[config.mk]
export PLATFORM = sky130hd
export DESIGN_NAME = controller_pio_pulse_out
export DESIGN_NICKNAME = d
export VERILOG_FILES = /design/src/rtl/controller_pio_pulse_out.sv
export SDC_FILE = /design/constraint.sdc
export NUM_CORES = 1
export LEC_CHECK = 0
export ABC_CLOCK_PERIOD_IN_PS = 2830
export BUFFER_PORTS_ARGS = -buffer_cell sky130_fd_sc_hd__buf_4
export CELL_PAD_IN_SITES_DETAIL_PLACEMENT = 1
export CELL_PAD_IN_SITES_GLOBAL_PLACEMENT = 1
export CORE_MARGIN = 3
export CORE_UTILIZATION = 35
export CTS_CLUSTER_DIAMETER = 60
export CTS_CLUSTER_SIZE = 30
export DETAILED_ROUTE_END_ITERATION = 8
export PLACE_DENSITY = 0.83
export SLEW_MARGIN = 40
export SYNTH_ARGS = -nofsm -noshare
export SYNTH_HDL_FRONTEND = slang
export SYNTH_SLANG_ARGS = --single-unit
[constraint.sdc]
create_clock -name clk -period 2.83 [get_ports clk]
set_clock_uncertainty 0.2 [all_clocks]
set_input_delay 0.1415 -clock clk [delete_from_list [all_inputs] [get_ports clk]]
set_output_delay 0.1415 -clock clk [all_outputs]
set_load 0.05 [all_outputs]
[src/rtl/controller_pio_pulse_out.sv]
// Avalon-MM parallel output port with per-bit pulse mode: masked bits that rise on a
// data write stay high for max(plen,1) cycles, then clear and raise the done flag.
module controller_pio_pulse_out #(
  parameter int WIDTH = 8,
  parameter int CNT_W = 16
) (
  input  logic             clk,
  input  logic             reset,
  input  logic [2:0]       address,
  input  logic             chipselect,
  input  logic             write_n,
  input  logic [31:0]      writedata,
  output logic [31:0]      readdata,
  output logic [WIDTH-1:0] out_port,
  output logic             irq
);

  localparam logic [2:0] A_DATA   = 3'd0;
  localparam logic [2:0] A_PMASK  = 3'd1;
  localparam logic [2:0] A_PLEN   = 3'd2;
  localparam logic [2:0] A_STATUS = 3'd3;
  localparam logic [2:0] A_SET    = 3'd4;
  localparam logic [2:0] A_CLEAR  = 3'd5;
  localparam logic [2:0] A_TOGGLE = 3'd6;
  localparam logic [2:0] A_CTRL   = 3'd7;

  logic [WIDTH-1:0] r_data_out;
  logic [WIDTH-1:0] r_pmask;
  logic [CNT_W-1:0] r_plen;
  logic [CNT_W-1:0] r_count;
  logic             r_done;
  logic             r_irq_en;

  logic             w_wr;
  logic [WIDTH-1:0] w_wd;
  logic [WIDTH-1:0] w_data_wr;
  logic             w_data_addr;
  logic             w_trig;
  logic             w_expire;
  logic             w_busy;
  logic [CNT_W-1:0] w_load;

  assign w_wr        = chipselect & ~write_n;
  assign w_wd        = writedata[WIDTH-1:0];
  assign w_data_addr = (address == A_DATA) || (address == A_SET) || (address == A_TOGGLE);
  assign w_busy      = (r_count != '0);
  assign w_load      = (r_plen == '0) ? CNT_W'(1) : r_plen;

  // Data value after this cycle's write, before any expiry clear is applied
  always_comb begin
    w_data_wr = r_data_out;
    if (w_wr) begin
      case (address)
        A_DATA:   w_data_wr = w_wd;
        A_SET:    w_data_wr = r_data_out | w_wd;
        A_CLEAR:  w_data_wr = r_data_out & ~w_wd;
        A_TOGGLE: w_data_wr = r_data_out ^ w_wd;
        default:  w_data_wr = r_data_out;
      endcase
    end
  end

  // A rising masked bit (CLEAR can never raise one) retriggers; trigger beats expiry
  assign w_trig   = w_wr && w_data_addr && (|(~r_data_out & w_data_wr & r_pmask));
  assign w_expire = (r_count == CNT_W'(1)) && !w_trig;

  always_ff @(posedge clk) begin
    if (reset) begin
      r_data_out <= '0;
      r_pmask    <= '0;
      r_plen     <= '0;
      r_count    <= '0;
      r_done     <= 1'b0;
      r_irq_en   <= 1'b0;
    end else begin
      r_data_out <= w_expire ? (w_data_wr & ~r_pmask) : w_data_wr;

      if (w_trig)
        r_count <= w_load;
      else if (w_busy)
        r_count <= r_count - CNT_W'(1);

      if (w_wr && (address == A_PMASK))
        r_pmask <= w_wd;
      if (w_wr && (address == A_PLEN))
        r_plen <= writedata[CNT_W-1:0];
      if (w_wr && (address == A_CTRL))
        r_irq_en <= writedata[0];

      if (w_expire)
        r_done <= 1'b1;
      else if (w_wr && (address == A_STATUS) && writedata[0])
        r_done <= 1'b0;
    end
  end

  always_comb begin
    readdata = '0;
    case (address)
      A_DATA:   readdata = 32'(r_data_out);
      A_PMASK:  readdata = 32'(r_pmask);
      A_PLEN:   readdata = 32'(r_plen);
      A_STATUS: readdata = {30'd0, w_busy, r_done};
      A_CTRL:   readdata = {31'd0, r_irq_en};
      default:  readdata = '0;
    endcase
  end

  assign out_port = r_data_out;
  assign irq      = r_done & r_irq_en;

endmodule

Word level (Yosys, flattened, before mapping):

Cells that the tools add are included.

* input bits: 39
* output and inout port bits: 41
* register bits after elaboration: 50

* bitwise gates (word level): 12
* equality and inequality tests: 8
* muxes and demuxes: 9
* add/sub/neg operators: 1
* reduce and logical (&&, ||, !) cells: 17

Operators by type and width (number)
* 16-bit case mux with 5 select lines: 1
* 16-bit two-way mux: 3
* 8-bit AND: 4
* 8-bit case mux with 4 select lines: 1
* 8-bit NOT: 3
* 16-bit by 1-bit == test with 1-bit output (second input constant): 1
* 16-bit zero test: 1
* 8-bit two-way mux: 2
* 16-bit nonzero test: 1
* 16-bit by 1-bit subtractor with 16-bit output (second input constant): 1
* 3-bit == test (second input constant): 4
* 1-bit logical AND: 8
* 8-bit bitwise OR: 1
* 8-bit OR reduction: 1
* 8-bit XOR: 1
* 3-bit by 2-bit == test with 1-bit output (second input constant): 2
* 2-bit nonzero test: 2
* 3-bit by 1-bit == test with 1-bit output (second input constant): 1
* 3-bit zero test: 1
* 1-bit AND: 2
* 1-bit logical OR: 2
* 1-bit two-way mux: 2
* 1-bit zero test: 1
* 1-bit NOT: 1

Depth between registers and ports, before layout:

Gate-level depths: netlist (run 1).

* word-level depth: 11
* gate-level depth with buffers: 9
* depth with buffers taken out: 8

Least setup slack after synthesis (run 1):

Ideal clock, no wire load.

* kind: reg2reg
* start: register r_data_out[4] (netlist: out_port[4])
* end: register r_data_out[0] (netlist: out_port[0])
* setup slack: 0.154 ns
* period minus slack after synthesis: 2.676 ns
* library setup time: 0.115 ns
* cell stages (with the launch flop): 9
* path buffers: 1
* arrival time: 2.362 ns
* cell sequence: dfxtp_1 -> inv_1 -> ha_1 -> a32o_1 -> a21o_1 -> a2111oi_2 -> a2111oi_4 -> buf_4 -> o21a_1

* word-level cells in the longest chain between the ends: 10

Ends and longest elaborated chain
* start: declaration: RTL line 27 `logic [WIDTH-1:0] r_data_out;`
* start signal: assignment: RTL line 76 `r_data_out <= w_expire ? (w_data_wr & ~r_pmask) : w_data_wr;`
* 8-bit XOR, or another cell as far along: RTL line 57 `A_TOGGLE: w_data_wr = r_data_out ^ w_wd;`
* 8-bit case mux with 4 select lines: RTL line 53 `case (address)`
* 8-bit two-way mux: RTL line 52 `if (w_wr) begin`
* 8-bit AND (*) (2 in a row): RTL line 64 `assign w_trig = w_wr && w_data_addr && (|(~r_data_out & w_data_wr & r_pmask));`
* 8-bit OR reduction (*): RTL line 64
* 1-bit logical AND (*): RTL line 64
* 1-bit zero test (*): RTL line 65 `assign w_expire = (r_count == CNT_W'(1)) && !w_trig;`
* 1-bit logical AND (*): RTL line 65
* 8-bit two-way mux (*): RTL line 76

Mark *: on every way between the ends. The rest lies on a longest branch, timed or not.
A chain may end at the register's enable or synchronous reset.

Worst setup path in the final report (run 1):

* start: input writedata[3]
* end: register r_count[4]

* word-level cells in the longest chain between the ends: 9

Ends and longest elaborated chain
* start: declaration: RTL line 12 `input logic [31:0] writedata,`
* 8-bit NOT: RTL line 56 `A_CLEAR: w_data_wr = r_data_out & ~w_wd;`
* 8-bit AND: RTL line 56
* 8-bit case mux with 4 select lines (*): RTL line 53
* 8-bit two-way mux (*): RTL line 52
* 8-bit AND (*) (2 in a row): RTL line 64
* 8-bit OR reduction (*): RTL line 64
* 1-bit logical AND (*): RTL line 64
* 16-bit two-way mux / 2-bit nonzero test (equally long branches)
* end signal: assignment: RTL line 79 `r_count <= w_load;`
* end signal: assignment: RTL line 81 `r_count <= r_count - CNT_W'(1);`
* end: declaration: RTL line 30 `logic [CNT_W-1:0] r_count;`

Marks and branches as above.

==> flow_summary.json, run 1 <==
{
  "rows": 35,
  "clkLatencyLatePin_ns": 0.32,
  "cp_slowest_stage_delay_ns": 0.53,
  "path_buf_inv": 5,
  "num_io_pins": 80,
  "tightest_slew_ns": 0.681,
  "insertedDiodeCount": 0,
  "grt_overflow": 0,
  "layout_common_cells": "buf_4, nand2_1, dfxtp_1",
  "slew_viol_final": 0,
  "drt_iter0_markers": 153,
  "power_per_cell_area_nw_per_um2": 529,
  "fillers": 1147,
  "area_growth_pct": 32.8,
  "path_class": "input port to flip-flop",
  "hold_path.class": "input port to flip-flop",
  "start_util_pct": 36.3,
  "finalCriticalPeriod_ns": 2.75,
  "die-height_um": 104,
  "cp.arrival_ns": 2.76,
  "yosysUniqueCellTypes": 48,
  "h-tree-depth": 2,
  "cts_tree": "yes",
  "crit_slowest_cell": "dlygate4sd3_1",
  "synth_edf_count": 0,
  "wl_per_cell_um": 17.7,
  "cts_buffers": 5,
  "fin_util_pct": 48.2,
  "dieArea_sq_um": 10900,
  "synthesis.area_sq_um": 3390,
  "peakVddDrop_mv": 0.244,
  "worstSetupEndpointType": "flip-flop",
  "instances_no_fill": 667,
  "layout.nets": 594,
  "critical-path-top-delay-family": "buffers and inverters",
  "async_flop_share_pct": 0,
  "p_leak_nw": 1.92,
  "yosys_warnings": 0,
  "dpl.hpwl_um": 8440,
  "ys_seq_elements": 50,
  "final_layout_size_suffix_gt1_share_pct": 24.3,
  "pre_cts_ws_ns": -0.0161,
  "io_buffers": 47,
  "hold_viol": 0,
  "grt_pass1_vias": 3712,
  "coreArea_sq_um": 9330,
  "synth_ff_type": "dfxtp_1",
  "num_vias": 3469,
  "max_freq_mhz": 364,
  "cp.required_ns": 2.84,
  "outcome": "finished, final reports clean",
  "grt_max_degree": 44,
  "track_usage_pct": 20.9,
  "ant_nets": 0,
  "routed_wl_um": 11800,
  "avgSynthCellArea_sq_um": 7.82,
  "cts_buffer_depth": 2,
  "cp-start-kind": "input port",
  "setup_ws_ns": 0.0802,
  "cpMostUsedCell": "buf_4",
  "timing.slew.headroom_pct": 54.5,
  "cts.clk_slew.worst_paths_ns": 0.11,
  "antenna_found_initial": 0,
  "cp_max_fo": 8,
  "place.gp.congestion": 0.857,
  "grt_pass1_wl_um": 18700,
  "fin_crit_sh_pct": 97.2,
  "die_w_um": 104,
  "synthCells": 433,
  "drc": 0,
  "setup_viol_count_final": 0,
  "ys_seq_area_share_pct": 29.6,
  "dp_cells": 644,
  "layout_commonest_cell": "buf_4",
  "power_w": 0.00238,
  "drv_cap": 0,
  "drt_pass1_iterations": 4,
  "cts_root_buffer": "clkbuf_8",
  "avgViaCountPerCell": 5.20,
  "worstPathCellList": "dlygate4sd3_1, buf_4, inv_1, ha_1, o211ai_1, a21oi_1, nor4_4, a2111oi_4, buf_4, buf_4, mux2_2",
  "clkSinkCount": 50
}
[logic make-up (layout without fill, tap and decap cells)]
logic type / count (synthesis) / count (layout) / share of synthesized area (%)
buf+inv: 60 / 150 / 9.20
xor+xnor: 11 / 11 / 2.85
compound gates: 71 / 71 / 14.4
fa+ha+maj: 18 / 18 / 6.65
flops: 50 / 50 / 29.6
other cells: 1 / 16 / 0.111
simple gates: 185 / 185 / 25.7
mux: 37 / 37 / 11.5
[worst register-to-register path, delay by kind of cell (launching register included)]
family | cells | cell delay (ns)
AO/OA/AOI/OAI | 3 | 0.84
buffers and inverters | 3 | 0.47
flip-flops | 1 | 0.36
multiplexers | 1 | 0.35
AND/OR/NAND/NOR | 2 | 0.20
adder cells (fa/ha/maj) | 1 | 0.18
[through the flow]
stage                     cell area [sq um]  TNS, ns  hold slack (ns)
final                                  4500        0          0.00420
after global routing                   4500   -0.120           0.0282
after CTS                              4430        0          0.00278
after detailed placement               4190  -0.0161            0.206
after global placement                 4170    -1.01            0.194
after floorplan                        3440        0           0.0775
[cell type report]
cell class | count | area, sq um | share of cell area (%)
clock inverter | 3 | 28.8 | 0.640
sequential | 50 | 1000 | 22.3
clock buffer | 5 | 68.8 | 1.53
tap | 129 | 161 | 3.59
timing repair buffer | 120 | 961 | 21.4
multi-input combinational | 338 | 2190 | 48.7
inverter | 22 | 82.6 | 1.84
[metal layers]
layer	GRT usage, %	wire (um)
met5	0	0
met4	6.08	208
met3	2.79	418
met2	37.6	6210
met1	25.9	4940
[path summary, 6_finish.rpt]
path | from | to | slack, ns | cells after the start
worst max-delay path | writedata[3] | r_count[4]$_SDFFE_PP0P_ | 0.08 | 11
worst min-delay path | writedata[0] | r_irq_en$_SDFFE_PP0P_ | 0.004 | 4
worst max register to register | out_port[5]$_SDFF_PP0_ | r_count[4]$_SDFFE_PP0P_ | 0.13 | 10
worst min register to register | r_plen[14]$_SDFFE_PP0P_ | r_count[14]$_SDFFE_PP0P_ | 0.31 | 2
[cell usage after synthesis (2+ instances only)]
cell | n | area [sq um]
buf_2 | 3 | 15.0
buf_6 | 2 | 22.5
nand2b_1 | 10 | 62.6
xnor2_1 | 3 | 26.3
and2_1 | 2 | 12.5
nand2_1 | 81 | 304
xor2_1 | 8 | 70.1
nor3_2 | 3 | 30.0
dfxtp_1 | 50 | 1000
nor2_1 | 41 | 154
a32oi_1 | 6 | 52.6
nor3_1 | 5 | 25.0
and2b_1 | 2 | 15.0
ha_1 | 18 | 225
a21oi_1 | 30 | 150
mux2i_1 | 32 | 320
inv_1 | 22 | 82.6
buf_4 | 18 | 135
or3_1 | 2 | 12.5
mux2_2 | 3 | 33.8
nand4_1 | 3 | 18.8
clkbuf_1 | 14 | 52.6
nor4_1 | 8 | 50.1
o211ai_1 | 4 | 30.0
o21ai_0 | 6 | 30.0
nand3_1 | 7 | 35.0
and3_1 | 9 | 56.3
o21a_1 | 8 | 60.1
nor2b_1 | 8 | 50.1
a311oi_1 | 7 | 61.3
[where the power goes]
part | internal, W | switching, W
sequential | 0.000794 | 0.0000977
clock | 0.000184 | 0.000290
combinational | 0.000430 | 0.000585
total | 0.00141 | 0.000972
[registers in the layout, indices dropped and copies added, names as in the netlist]
register,cells
r_pmask,8
r_done,1
out_port,8
r_count,16
r_plen,16
r_irq_en,1
[timing repair]
action | 4_1_cts | 5_1_grt
hold endpoints to repair | 19 | 0
hold buffers | 14 | 0
setup endpoints to repair | 3 | 8
pin swaps | 1 | 2
buffers inserted | 0 | 1
gates cloned | 0 | 0
resized for setup | 1 | 9
Note: power is estimated with default switching activity, not from simulation.
==> inputs of run 2 (changes only) <==
--- a/config.mk
+++ b/config.mk
@@ -7,14 +7,13 @@
 export LEC_CHECK = 0
 export ABC_CLOCK_PERIOD_IN_PS = 2830
 export BUFFER_PORTS_ARGS = -buffer_cell sky130_fd_sc_hd__buf_4
-export CELL_PAD_IN_SITES_DETAIL_PLACEMENT = 1
-export CELL_PAD_IN_SITES_GLOBAL_PLACEMENT = 1
+export CORE_ASPECT_RATIO = 1.4
 export CORE_MARGIN = 3
 export CORE_UTILIZATION = 35
 export CTS_CLUSTER_DIAMETER = 60
 export CTS_CLUSTER_SIZE = 30
 export DETAILED_ROUTE_END_ITERATION = 8
-export PLACE_DENSITY = 0.83
+export PLACE_DENSITY = 0.66
 export SLEW_MARGIN = 40
 export SYNTH_ARGS = -nofsm -noshare
 export SYNTH_HDL_FRONTEND = slang
==> run 2 against run 1 <==
Via count decreased by 7.5%. Setup slack better by 0.0017 ns. Hold slack improved by 0.082 ns. Fmax about the same. Critical path depth is the same. Register-to-register slack gained 0.02 ns.
==> flow_summary.json, run 2 (synthesis results as in run 1) <==
{
  "track_usage_pct": 18.0,
  "cp-start-kind": "input port",
  "avgViaCountPerCell": 5.30,
  "cts_setup_buffers": 0,
  "insertedDiodeCount": 0,
  "cts_tree": "yes",
  "hold_viol": 0,
  "cts_buffer_depth": 2,
  "dp_cells": 581,
  "rr_worst_depth": 9,
  "rows": 41,
  "grt_overflow": 0,
  "cp.arrival_ns": 2.74,
  "setup_ws_ns": 0.0819,
  "drv_cap": 0,
  "pre_cts_ws_ns": 0.190,
  "finalCriticalPeriod_ns": 2.75,
  "grt_pass1_vias": 3172,
  "rr_endpoint": "out_port[3]$_SDFF_PP0_",
  "num_io_pins": 80,
  "fillers": 929,
  "hold_path_end": "r_pmask[5]$_SDFFE_PP0P_",
  "cp.required_ns": 2.82,
  "path_class": "input port to flip-flop",
  "p_leak_nw": 1.75,
  "drc": 0,
  "die_w_um": 89.1,
  "io_buffers": 47,
  "hold_depth": 2,
  "place.gp.congestion": 0.875,
  "dpl.hpwl_um": 6840,
  "die-height_um": 122,
  "grt_max_degree": 44,
  "setup_viol_count_final": 0,
  "drt_iter0_markers": 156,
  "finalSetupTns_ns": 0,
  "coreArea_sq_um": 9230,
  "instances_no_fill": 605,
  "regToRegStartpoint": "out_port[6]$_SDFF_PP0_",
  "cts_root_buffer": "clkbuf_16",
  "clkSinkCount": 50,
  "layout_common_cells": "nand2_1, buf_4, dfxtp_1",
  "final_layout_size_suffix_gt1_share_pct": 17.1,
  "seq_area_sq_um": 1000,
  "num_vias": 3209,
  "multiInputGateArea_sq_um": 2150,
  "layout_commonest_cell": "nand2_1",
  "rsz0062_at_grt": "no",
  "outcome": "finished, final reports clean",
  "power_per_cell_area_nw_per_um2": 612,
  "start_util_pct": 36.7,
  "area_growth_pct": 24.2,
  "antenna_found_initial": 0,
  "worstSetupEndpointType": "flip-flop",
  "wl_per_cell_um": 15.4,
  "grt_pass1_wl_um": 15500,
  "cts.clk_slew.worst_paths_ns": 0.07,
  "cts_buffers": 5,
  "reg.largest.list": "r_count: 16 flops, r_plen: 16 flops",
  "h-tree-depth": 2,
  "ant_nets": 0,
  "routed_wl_um": 9320,
  "fin_crit_sh_pct": 97.1,
  "layout.nets": 554,
  "clkLatencyLatePin_ns": 0.30,
  "post_dp_cell_area_sq_um": 3830,
  "slew_viol_final": 0,
  "fin_area_sq_um": 4210,
  "dieArea_sq_um": 10900,
  "fin_util_pct": 45.5,
  "hold_path.class": "input port to flip-flop",
  "cp_max_fo": 8,
  "tightest_slew_ns": 0.679,
  "peakVddDrop_mv": 0.325,
  "timing.slew.headroom_pct": 54.6,
  "max_freq_mhz": 364,
  "rrSetupSlack_ns": 0.15,
  "min-delay-start": "reset",
  "drt_pass1_iterations": 5
}
[run 2: cell count changes in the layout (fill, tap and decap cells not counted), sizes merged]
cell | before | now
clkinv | 2 | 1
bufinv | 0 | 2
inv | 23 | 22
buf | 106 | 64
dlygate4sd3 | 14 | 16
[run 2: worst max-delay path, cell delays in order]
cell and delay (ns):
dlygate4sd3_1 0.53, buf_4 0.15, inv_1 0.08, ha_1 0.23, a32oi_1 0.22, a21oi_1 0.11, nor4_1 0.54, buf_4 0.22
a2111oi_4 0.11, buf_4 0.22, o21a_1 0.19
[run 2: timing repair]
action,4_1_cts,5_1_grt
hold buffers,16,0
endpoints found under the setup margin,0,13
resized for setup,0,5
endpoints found under the hold margin,25,0
[run 2: worst max-delay path by stage]
stage	slack, ns	endpoint	startpoint
after CTS	0.04	readdata[1]	r_count[4]$_SDFFE_PP0P_
after detailed placement	0.19	r_count[10]$_SDFFE_PP0P_	address[0]
after floorplan	0.15	out_port[0]$_SDFF_PP0_	out_port[4]$_SDFF_PP0_
after global routing	0.002	readdata[1]	r_count[8]$_SDFFE_PP0P_
after global placement	0.23	r_count[10]$_SDFFE_PP0P_	address[1]
final	0.08	out_port[3]$_SDFF_PP0_	writedata[6]
[run 2: through the flow]
stage                     power, W  hold slack [ns]
final                      0.00258           0.0858
after global placement     0.00173            0.194
after floorplan            0.00154           0.0775
after detailed placement   0.00175            0.201
after global routing       0.00273            0.119
after CTS                  0.00256           0.0893
[run 2: metal layers]
layer | track usage, % | vias to the layer above | part of all wire (%)
li1 | - | 1579 | -
met1 | 21.5 | 1506 | 39
met2 | 31.3 | 99 | 53
met3 | 2.48 | 25 | 4.0
met4 | 8.38 | 0 | 3.4
met5 | 0 | - | 0
[run 2: area by class of cell]
cell class | count | share of cell area (%)
multi-input combinational | 338 | 51.1
sequential | 50 | 23.8
timing repair buffer | 80 | 15.3
tap | 107 | 3.18
clock buffer | 5 | 2.98
inverter | 22 | 1.96
clock inverter | 3 | 1.64
[run 2: report_power, final]
| part | leakage (nW) | total [W] | switching, W | internal (W) |
|---|---|---|---|---|
| clock | 0.0940 | 0.000795 | 0.000286 | 0.000509 |
| combinational | 1.25 | 0.000890 | 0.000518 | 0.000372 |
| sequential | 0.407 | 0.000891 | 0.0000961 | 0.000794 |
